==> src/rtl/axi4_arb_pkg.sv <==
// Shared types and constants for the two-requester AXI4 RAM arbiter.
package axi4_arb_pkg;

  typedef enum logic [1:0] {W_IDLE, W_ADDR, W_DATA, W_RESP} wr_state_e;
  typedef enum logic [1:0] {R_IDLE, R_ADDR, R_DATA} rd_state_e;

  typedef logic req_idx_t;

  localparam req_idx_t REQ_S0 = 1'b0;
  localparam req_idx_t REQ_S1 = 1'b1;

  localparam logic [1:0] RESP_OKAY   = 2'b00;
  localparam logic [1:0] RESP_EXOKAY = 2'b01;
  localparam logic [1:0] RESP_SLVERR = 2'b10;
  localparam logic [1:0] RESP_DECERR = 2'b11;

endpackage

==> src/rtl/axi4_rr_pick.sv <==
// Two-way grant picker: pointer breaks ties, or requester 0 always wins when
// AXI_ARB_FIXED_PRIO_EN is defined.
module axi4_rr_pick
  import axi4_arb_pkg::*;
(
  input  logic [1:0] req,
  input  req_idx_t   ptr,
  output req_idx_t   grant
);

`ifdef AXI_ARB_FIXED_PRIO_EN
  logic [1:0] unused_bits;
  assign unused_bits = {ptr, req[1]};
  assign grant = req[0] ? REQ_S0 : REQ_S1;
`else
  always_comb begin
    if (req == 2'b11) begin
      grant = ptr;
    end else if (req[1]) begin
      grant = REQ_S1;
    end else begin
      grant = REQ_S0;
    end
  end
`endif

endmodule

==> src/rtl/axi4_ram_arbiter.sv <==
// Two-requester AXI4 arbiter onto a single RAM port; independent write and read
// paths, round-robin by default, fixed priority with AXI_ARB_FIXED_PRIO_EN.
module axi4_ram_arbiter
  import axi4_arb_pkg::*;
#(
  parameter int unsigned ADDR_WIDTH = 32,
  parameter int unsigned DATA_WIDTH = 64,
  parameter int unsigned ID_WIDTH   = 4
) (
  input  logic                    clk,
  input  logic                    rst_n,
  // requester 0
  input  logic                    s0_aw_valid,
  input  logic [ID_WIDTH-1:0]     s0_aw_id,
  input  logic [ADDR_WIDTH-1:0]   s0_aw_addr,
  input  logic [7:0]              s0_aw_len,
  input  logic [2:0]              s0_aw_size,
  input  logic [1:0]              s0_aw_burst,
  output logic                    s0_aw_ready,
  input  logic                    s0_w_valid,
  input  logic [DATA_WIDTH-1:0]   s0_w_data,
  input  logic [DATA_WIDTH/8-1:0] s0_w_strb,
  input  logic                    s0_w_last,
  output logic                    s0_w_ready,
  output logic                    s0_b_valid,
  output logic [ID_WIDTH-1:0]     s0_b_id,
  output logic [1:0]              s0_b_resp,
  input  logic                    s0_b_ready,
  input  logic                    s0_ar_valid,
  input  logic [ID_WIDTH-1:0]     s0_ar_id,
  input  logic [ADDR_WIDTH-1:0]   s0_ar_addr,
  input  logic [7:0]              s0_ar_len,
  input  logic [2:0]              s0_ar_size,
  input  logic [1:0]              s0_ar_burst,
  output logic                    s0_ar_ready,
  output logic                    s0_r_valid,
  output logic [ID_WIDTH-1:0]     s0_r_id,
  output logic [DATA_WIDTH-1:0]   s0_r_data,
  output logic [1:0]              s0_r_resp,
  output logic                    s0_r_last,
  input  logic                    s0_r_ready,
  // requester 1
  input  logic                    s1_aw_valid,
  input  logic [ID_WIDTH-1:0]     s1_aw_id,
  input  logic [ADDR_WIDTH-1:0]   s1_aw_addr,
  input  logic [7:0]              s1_aw_len,
  input  logic [2:0]              s1_aw_size,
  input  logic [1:0]              s1_aw_burst,
  output logic                    s1_aw_ready,
  input  logic                    s1_w_valid,
  input  logic [DATA_WIDTH-1:0]   s1_w_data,
  input  logic [DATA_WIDTH/8-1:0] s1_w_strb,
  input  logic                    s1_w_last,
  output logic                    s1_w_ready,
  output logic                    s1_b_valid,
  output logic [ID_WIDTH-1:0]     s1_b_id,
  output logic [1:0]              s1_b_resp,
  input  logic                    s1_b_ready,
  input  logic                    s1_ar_valid,
  input  logic [ID_WIDTH-1:0]     s1_ar_id,
  input  logic [ADDR_WIDTH-1:0]   s1_ar_addr,
  input  logic [7:0]              s1_ar_len,
  input  logic [2:0]              s1_ar_size,
  input  logic [1:0]              s1_ar_burst,
  output logic                    s1_ar_ready,
  output logic                    s1_r_valid,
  output logic [ID_WIDTH-1:0]     s1_r_id,
  output logic [DATA_WIDTH-1:0]   s1_r_data,
  output logic [1:0]              s1_r_resp,
  output logic                    s1_r_last,
  input  logic                    s1_r_ready,
  // downstream RAM port
  output logic                    m_aw_valid,
  output logic [ID_WIDTH-1:0]     m_aw_id,
  output logic [ADDR_WIDTH-1:0]   m_aw_addr,
  output logic [7:0]              m_aw_len,
  output logic [2:0]              m_aw_size,
  output logic [1:0]              m_aw_burst,
  input  logic                    m_aw_ready,
  output logic                    m_w_valid,
  output logic [DATA_WIDTH-1:0]   m_w_data,
  output logic [DATA_WIDTH/8-1:0] m_w_strb,
  output logic                    m_w_last,
  input  logic                    m_w_ready,
  input  logic                    m_b_valid,
  input  logic [ID_WIDTH-1:0]     m_b_id,
  input  logic [1:0]              m_b_resp,
  output logic                    m_b_ready,
  output logic                    m_ar_valid,
  output logic [ID_WIDTH-1:0]     m_ar_id,
  output logic [ADDR_WIDTH-1:0]   m_ar_addr,
  output logic [7:0]              m_ar_len,
  output logic [2:0]              m_ar_size,
  output logic [1:0]              m_ar_burst,
  input  logic                    m_ar_ready,
  input  logic                    m_r_valid,
  input  logic [ID_WIDTH-1:0]     m_r_id,
  input  logic [DATA_WIDTH-1:0]   m_r_data,
  input  logic [1:0]              m_r_resp,
  input  logic                    m_r_last,
  output logic                    m_r_ready
);

  wr_state_e w_state_q;
  rd_state_e r_state_q;
  req_idx_t  w_gnt_q, r_gnt_q;
  req_idx_t  w_pick, r_pick;
  req_idx_t  w_ptr, r_ptr;

  logic w_addr_st, w_data_st, w_resp_st, r_addr_st, r_data_st;
  logic aw_hs, w_last_hs, b_hs, ar_hs, r_last_hs;

  assign w_addr_st = (w_state_q == W_ADDR);
  assign w_data_st = (w_state_q == W_DATA);
  assign w_resp_st = (w_state_q == W_RESP);
  assign r_addr_st = (r_state_q == R_ADDR);
  assign r_data_st = (r_state_q == R_DATA);

  assign aw_hs     = m_aw_valid && m_aw_ready;
  assign w_last_hs = m_w_valid && m_w_ready && m_w_last;
  assign b_hs      = m_b_valid && m_b_ready;
  assign ar_hs     = m_ar_valid && m_ar_ready;
  assign r_last_hs = m_r_valid && m_r_ready && m_r_last;

  axi4_rr_pick u_w_pick (
    .req   ({s1_aw_valid, s0_aw_valid}),
    .ptr   (w_ptr),
    .grant (w_pick)
  );

  axi4_rr_pick u_r_pick (
    .req   ({s1_ar_valid, s0_ar_valid}),
    .ptr   (r_ptr),
    .grant (r_pick)
  );

`ifdef AXI_ARB_FIXED_PRIO_EN
  assign w_ptr = REQ_S0;
  assign r_ptr = REQ_S0;
`else
  req_idx_t w_ptr_q, r_ptr_q;

  // Pointer hands priority to the other requester once a transaction retires.
  always_ff @(posedge clk or negedge rst_n) begin
    if (!rst_n) begin
      w_ptr_q <= REQ_S0;
      r_ptr_q <= REQ_S0;
    end else begin
      if (w_resp_st && b_hs) w_ptr_q <= ~w_gnt_q;
      if (r_data_st && r_last_hs) r_ptr_q <= ~r_gnt_q;
    end
  end

  assign w_ptr = w_ptr_q;
  assign r_ptr = r_ptr_q;
`endif

  always_ff @(posedge clk or negedge rst_n) begin
    if (!rst_n) begin
      w_state_q <= W_IDLE;
      w_gnt_q   <= REQ_S0;
    end else begin
      unique case (w_state_q)
        W_IDLE: if (s0_aw_valid || s1_aw_valid) begin
          w_gnt_q   <= w_pick;
          w_state_q <= W_ADDR;
        end
        W_ADDR: if (aw_hs) w_state_q <= W_DATA;
        W_DATA: if (w_last_hs) w_state_q <= W_RESP;
        W_RESP: if (b_hs) w_state_q <= W_IDLE;
      endcase
    end
  end

  always_ff @(posedge clk or negedge rst_n) begin
    if (!rst_n) begin
      r_state_q <= R_IDLE;
      r_gnt_q   <= REQ_S0;
    end else begin
      unique case (r_state_q)
        R_IDLE: if (s0_ar_valid || s1_ar_valid) begin
          r_gnt_q   <= r_pick;
          r_state_q <= R_ADDR;
        end
        R_ADDR: if (ar_hs) r_state_q <= R_DATA;
        R_DATA: if (r_last_hs) r_state_q <= R_IDLE;
        default: r_state_q <= R_IDLE;
      endcase
    end
  end

  // Write path routing; handshake signals are gated by phase so an idle or
  // ungranted side never sees a stray valid/ready.
  assign m_aw_valid  = w_addr_st && (w_gnt_q ? s1_aw_valid : s0_aw_valid);
  assign m_aw_id     = w_gnt_q ? s1_aw_id    : s0_aw_id;
  assign m_aw_addr   = w_gnt_q ? s1_aw_addr  : s0_aw_addr;
  assign m_aw_len    = w_gnt_q ? s1_aw_len   : s0_aw_len;
  assign m_aw_size   = w_gnt_q ? s1_aw_size  : s0_aw_size;
  assign m_aw_burst  = w_gnt_q ? s1_aw_burst : s0_aw_burst;
  assign s0_aw_ready = w_addr_st && !w_gnt_q && m_aw_ready;
  assign s1_aw_ready = w_addr_st &&  w_gnt_q && m_aw_ready;

  assign m_w_valid   = w_data_st && (w_gnt_q ? s1_w_valid : s0_w_valid);
  assign m_w_data    = w_gnt_q ? s1_w_data : s0_w_data;
  assign m_w_strb    = w_gnt_q ? s1_w_strb : s0_w_strb;
  assign m_w_last    = w_gnt_q ? s1_w_last : s0_w_last;
  assign s0_w_ready  = w_data_st && !w_gnt_q && m_w_ready;
  assign s1_w_ready  = w_data_st &&  w_gnt_q && m_w_ready;

  assign m_b_ready   = w_resp_st && (w_gnt_q ? s1_b_ready : s0_b_ready);
  assign s0_b_valid  = w_resp_st && !w_gnt_q && m_b_valid;
  assign s1_b_valid  = w_resp_st &&  w_gnt_q && m_b_valid;
  assign s0_b_id     = m_b_id;
  assign s1_b_id     = m_b_id;
  assign s0_b_resp   = m_b_resp;
  assign s1_b_resp   = m_b_resp;

  // Read path routing
  assign m_ar_valid  = r_addr_st && (r_gnt_q ? s1_ar_valid : s0_ar_valid);
  assign m_ar_id     = r_gnt_q ? s1_ar_id    : s0_ar_id;
  assign m_ar_addr   = r_gnt_q ? s1_ar_addr  : s0_ar_addr;
  assign m_ar_len    = r_gnt_q ? s1_ar_len   : s0_ar_len;
  assign m_ar_size   = r_gnt_q ? s1_ar_size  : s0_ar_size;
  assign m_ar_burst  = r_gnt_q ? s1_ar_burst : s0_ar_burst;
  assign s0_ar_ready = r_addr_st && !r_gnt_q && m_ar_ready;
  assign s1_ar_ready = r_addr_st &&  r_gnt_q && m_ar_ready;

  assign m_r_ready   = r_data_st && (r_gnt_q ? s1_r_ready : s0_r_ready);
  assign s0_r_valid  = r_data_st && !r_gnt_q && m_r_valid;
  assign s1_r_valid  = r_data_st &&  r_gnt_q && m_r_valid;
  assign s0_r_id     = m_r_id;
  assign s1_r_id     = m_r_id;
  assign s0_r_data   = m_r_data;
  assign s1_r_data   = m_r_data;
  assign s0_r_resp   = m_r_resp;
  assign s1_r_resp   = m_r_resp;
  assign s0_r_last   = m_r_last;
  assign s1_r_last   = m_r_last;

endmodule
==> config.mk <==
export PLATFORM = sky130hd
export DESIGN_NAME = axi4_ram_arbiter
export DESIGN_NICKNAME = d
export VERILOG_FILES = /design/src/rtl/axi4_arb_pkg.sv /design/src/rtl/axi4_rr_pick.sv /design/src/rtl/axi4_ram_arbiter.sv
export SDC_FILE = /design/constraint.sdc
export NUM_CORES = 1
export LEC_CHECK = 0
export ABC_AREA = 1
export BUFFER_PORTS_ARGS = -buffer_cell sky130_fd_sc_hd__clkbuf_2
export CAP_MARGIN = 0
export CORE_AREA = 2 2 305 307
export DETAILED_ROUTE_END_ITERATION = 10
export DIE_AREA = 0 0 307 309
export GPL_TIMING_DRIVEN = 0
export SLEW_MARGIN = 20
export SYNTH_ARGS = -nofsm -noshare
export SYNTH_HDL_FRONTEND = slang
export SYNTH_SLANG_ARGS = --single-unit
==> constraint.sdc <==
create_clock -name clk -period 1.6 [get_ports clk]
set_clock_uncertainty 0.2 [all_clocks]
set_input_delay 0 -clock clk [delete_from_list [all_inputs] [get_ports clk]]
set_output_delay 0 -clock clk [all_outputs]
set_load 0.005 [all_outputs]
## After elaboration in Yosys (flattened, before gate mapping)

Index checks and enable logic that the tools add are counted.

| storage, ports and cells | value |
|---|---|
| bits of input ports | 436 |
| logic and storage cells | 97 |
| flip-flop bits (word level) | 8 |

| cells by class | value |
|---|---|
| bitwise gates (word level) | 2 |
| reduce and logical (&&, ||, !) cells | 44 |
| mux-type cells | 31 |
| equality and inequality tests | 14 |

Operators by type and width:

| cell | count |
|---|---|
| two-way mux 32 bit | 2 |
| two-way mux 64 bit | 1 |
| logical AND 1 bit | 34 |
| two-way mux 8 bit | 3 |
| two-way mux 2 bit | 9 |
| == test 2 bit (second input constant) | 5 |
| two-way mux 1 bit | 10 |
| inequality test 2 x 1 -> 1 bit (second input constant) | 5 |
| two-way mux 4 bit | 2 |
| one-hot mux 2 bit (4 select lines) | 1 |
| two-way mux 3 bit | 2 |
| one-hot mux 2 bit (3 select lines) | 1 |
| == test 2 x 1 -> 1 bit (second input constant) | 2 |
| zero test 2 bit | 2 |
| inequality test 2 bit (second input constant) | 2 |
| AND reduction 2 bit | 2 |
| AND reduction 4 bit | 1 |
| AND reduction 3 bit | 1 |
| zero test 1 bit | 2 |
| logical OR 1 bit | 2 |
| inverter 1 bit | 2 |

## Logic depth before layout (Yosys ltp)

| logic depth | value |
|---|---|
| depth in word-level cells | 6 |
| depth in mapped cells | 9 |
| depth with buffers taken out | 8 |

## Hierarchy

From an unflattened synthesis, not the netlist that was laid out.

| unflattened totals | value |
|---|---|
| cells, all modules | 810 |
| area total of the unflattened synthesis | 4,010.1 um2 |

By module, submodules not included:

| module | seq. area each (um2) | cells an instance | times used | area each (um2) |
|---|---|---|---|---|
| axi4_ram_arbiter | 200.2 | 802 | 1 | 3,977.6 |
| axi4_rr_pick | 0.0 | 4 | 2 | 16.3 |

## Worst setup path before layout

OpenSTA, ideal clock, no wires.

| path | value |
|---|---|
| path kind | reg-to-reg |
| start point | reg w_state_q[0] |
| end point | reg w_state_q[0] |
| setup slack | 0.227 ns |
| period minus slack after synthesis | 1.373 ns |
| required time | 1.283 ns |
| arrival | 1.056 ns |
| stages on the path, launching flop included | 6 |
| cells stage by stage | dfrtp_1 inv_1 ha_1 or2_2 nand4_1 nand2_1 |

| on the way | value |
|---|---|
| cells in the longest elaborated chain, start to end | 6 |
| elaborated cells on any way between the ends | 17 |

Ends and longest elaborated chain:

| what | line | text |
|---|---|---|
| start, declared | axi4_ram_arbiter.sv:104 | `wr_state_e w_state_q;` |
| start signal, assigned | axi4_ram_arbiter.sv:160 | `w_state_q <= W_IDLE;` |
| start signal, assigned | axi4_ram_arbiter.sv:166 | `w_state_q <= W_ADDR;` |
| start signal, assigned | axi4_ram_arbiter.sv:168 | `W_ADDR: if (aw_hs) w_state_q <= W_DATA;` |
| == test 2 bit | axi4_ram_arbiter.sv:114, axi4_ram_arbiter.sv:163 |  |
| logical AND 1 bit | axi4_ram_arbiter.sv:203 | `assign m_w_valid = w_data_st && (w_gnt_q ? s1_w_valid : s0_w_valid);` |
| logical AND 1 bit (2 in a row) | axi4_ram_arbiter.sv:120 | `assign w_last_hs = m_w_valid && m_w_ready && m_w_last;` |
| inequality test 2 x 1 -> 1 bit (no line) | -- |  |
| AND reduction 4 bit (no line) | -- |  |

Several ways; a longest one is shown, not always the timed one.
A chain may end at the register's enable or synchronous reset.

## Worst setup path after layout

| path | value |
|---|---|
| start point | reg w_gnt_q |
| end point | out m_aw_size[0] |

| on the way | value |
|---|---|
| cells in the longest elaborated chain, start to end | 1 |

Ends and longest elaborated chain:

| what | line | text |
|---|---|---|
| start, declared | axi4_ram_arbiter.sv:106 | `req_idx_t w_gnt_q, r_gnt_q;` |
| start signal, assigned | axi4_ram_arbiter.sv:165 | `w_gnt_q <= w_pick;` |
| two-way mux 3 bit | axi4_ram_arbiter.sv:198 | `assign m_aw_size = w_gnt_q ? s1_aw_size : s0_aw_size;` |
| end, declared | axi4_ram_arbiter.sv:77 | `output logic [2:0] m_aw_size,` |

No other way between the ends.

==> impl_metrics.toml <==
[run_status]
status = "finished with violations"
failed_checks = "setup timing"

[finish]
layout_commonest_cell = "clkbuf_2"
fillerInstances = 10650
fin_nets = 2056
final_cell_mix = "clkbuf_2, nand2_1, buf_4, dlygate4sd3_1, nand2_2"
area_delta_synth_final_pct = 190.7
drive_above_1_share_pct = 65.72
final-instance-count-excl-fill = 2813

[logic_synthesis]
synth_nets = 1246
synth_cell_type_count = 27
synthCells = 805
synthXorXnorAreaFrac_pct = 0
synth_fa_ha_area_share_pct = 1.564
syn_area_um2 = 3999
yosys-mux-area-fraction_pct = 0
synth_top_family_by_area = "simple AND/OR/NAND/NOR gates"
synth-compound-area-share_pct = 2.347
synth_area_per_cell_um2 = 4.967
synth.ff_latch_count = 8
seq_area_frac_synth_pct = 5.006
yosys.area_share.simple_pct = 54.19
yosysWarnings = 0

[critical_path]
worstSetupPathType = "flip-flop to output port"
cpLargestDelayFamily = "buffers and inverters"
worstPathMaxFanout = 10
max_stage_delay_ps = 330
worst_ep_arrival_time_ps = 1570
startpoint_type = "flip-flop"
end_kind = "output port"
worst_ep_required_time_ps = 1400
path_buf_inv = 4
crit_path_top_delay_cell = "dfrtp_1"
cp_cell_sequence = "buf_6 > buf_12 > buf_4 > nand2_2 > nand2_1 > clkbuf_2"

[timing]
drv_slew = 0
hold_violations = 0
finalCriticalPeriod_ps = 1773
post-route-worst-setup-slack_ps = -172.8
rsz0062_at_grt = "true"
setup_viol = 92
slew_headroom_pct = 73.57
setup_tns_ps = -7864
fmax_mhz = 564.1
fin_hold_ws_ps = 3.195
post-route-period-util_pct = 110.8
tightest_slew_ps = 396.5

[place]
place_hpwl_um = 50630
dpl_worst_slack_ps = -372.9
portBuffers = 699
dp.cells = 2690
place.gp.congestion = 0.9581

[global_routing]
grt_pass1_vias = 7604
gr-usage-met1_pct = 13.33
globalRoute.busiestLayer = "met2"
overflow = 0
grt_use_total_pct = 10.88
grt_first_pass_wirelength_um = 67820
antenna_found_initial = 28
met2_usage_pct = 18.66
grt_max_degree = 11
grtUsageMet3_pct = 2.473

[power_and_ir_drop]
ir_worst_vdd_mv = 0.4791
power-per-cell-area_nw_per_um2 = 1039
leakage_nw = 6.732

[floorplan]
top_level_ports = 776
start_util_pct = 4.376
die_area_um2 = 94860
rows = 111
fp.coreArea_um2 = 91390
die_h_um = 309
die_w_um = 307

[min_path]
hp-class = "primary input to asynchronous set/reset pin"

[drt]
antenna_left = 0
wl_um = 56740
post_drt_wl_per_cell_um = 20.17
vias_per_cell = 2.909
vias = 8184
drc = 0
first_pass_iters = 6
drtIter0Drc = 307

[clock_network]
htree_num_levels = 1
clkLatencyLatePin_ps = 260
clockBufferDepth = 2
cts_tree = "yes"
cts-buffers-inserted = 3
cts_root_buf = "clkbuf_16"
cts_sinks = 8
path_clk_slew_ps = 50

[flow_run]
cap_violations = 0
[path summary, 6_finish.rpt]
path	from	to	slack, ps	depth (start not counted)
min reg2reg	r_ptr	r_ptr	290	2
min in group clk	s1_r_ready	r_ptr	0	5
max	w_gnt_q	m_aw_size[0]	-170	6
max reg2reg	w_state_q[0]	w_state_q[0]	50	8
max in group asynchronous	rst_n	w_state_q[1]	890	2
min	rst_n	r_state_q[0]	3	2
[per-stage QoR]
| stage | util, % | power [mW] | area (µm²) |
|---|---|---|---|
| 2_1_floorplan | - | 3.983 | 3999 |
| 3_3_place_gp | 9.828 | 8.483 | 8981 |
| 3_5_place_dp | 9.828 | 8.489 | 8981 |
| 4_1_cts | 11.77 | 10.74 | 10760 |
| 5_1_grt | 12.71 | 13.04 | 11610 |
| 6_report | 12.72 | 12.08 | 11620 |
[registers in the layout, summed over array words and instances, names as in the netlist]
name       flops
r_ptr          1
r_state_q      2
w_state_q      2
r_gnt_q        1
w_ptr          1
w_gnt_q        1
[report_power, final]
part	switching [mW]	internal [mW]
logic	6.20	4.98
registers	0.0935	0.309
clock network	0.170	0.329
[cell usage after synthesis, drive strengths merged]
| master | instances | area share, % |
|---|---|---|
| a21o | 1 | 0.19 |
| a21oi | 4 | 0.97 |
| and2 | 2 | 0.31 |
| buf | 182 | 34 |
| clkbuf | 11 | 1.0 |
| clkinv | 1 | 0.13 |
| dfrtp | 8 | 5.0 |
| ha | 5 | 1.6 |
| inv | 21 | 2.1 |
| nand2 | 534 | 50 |
| nand3 | 7 | 1.0 |
| nand4 | 2 | 0.31 |
| nor2 | 6 | 0.63 |
| nor3 | 11 | 1.4 |
| o21ai | 7 | 0.97 |
| o32ai | 1 | 0.22 |
| or2 | 2 | 0.31 |
[cells by family after synthesis]
logic type | Yosys count
flops | 8
simple gates | 564
buf+inv | 215
compound gates | 13
fa+ha+maj | 5
[area by class of cell]
cell class	instances	area [µm²]	area share (%)
repair buffers	805	4811	41.38
inverters	22	107.6	0.9256
multi-input cells	582	3198	27.51
diodes	14	35.03	0.3014
plain buffers	193	1712	14.72
well taps	1186	1484	12.77
flip-flops and latches	8	202.7	1.744
clock buffers	3	75.07	0.6458
[timing repair]
item | 4_1_cts | 5_1_grt
pin swaps | 7 | 27
endpoints found under the setup margin | 180 | 152
hold buffers | 87 | 0
buffers inserted | 7 | 3
resized for setup | 196 | 182
endpoints found under the hold margin | 139 | 0
cloned | 2 | 7
[layer usage]
layer  up-vias  share of wire [%]  wire length, µm
li1       3886                  -                -
met1      3668                 41            23520
met2       517                 48            27090
met3        99                6.7             3828
met4        14                3.9             2216
met5         -               0.15               86
[worst reg2reg max path: cells and delay by family (launching register included)]
family	cells	cell delay, ps
DFF	1	450
adders and majority gates	1	190
AOI/OAI and AO/OA	1	40
buffers and inverters	2	160
and+or+nand+nor	4	390
(Power assumes the default switching activity.)
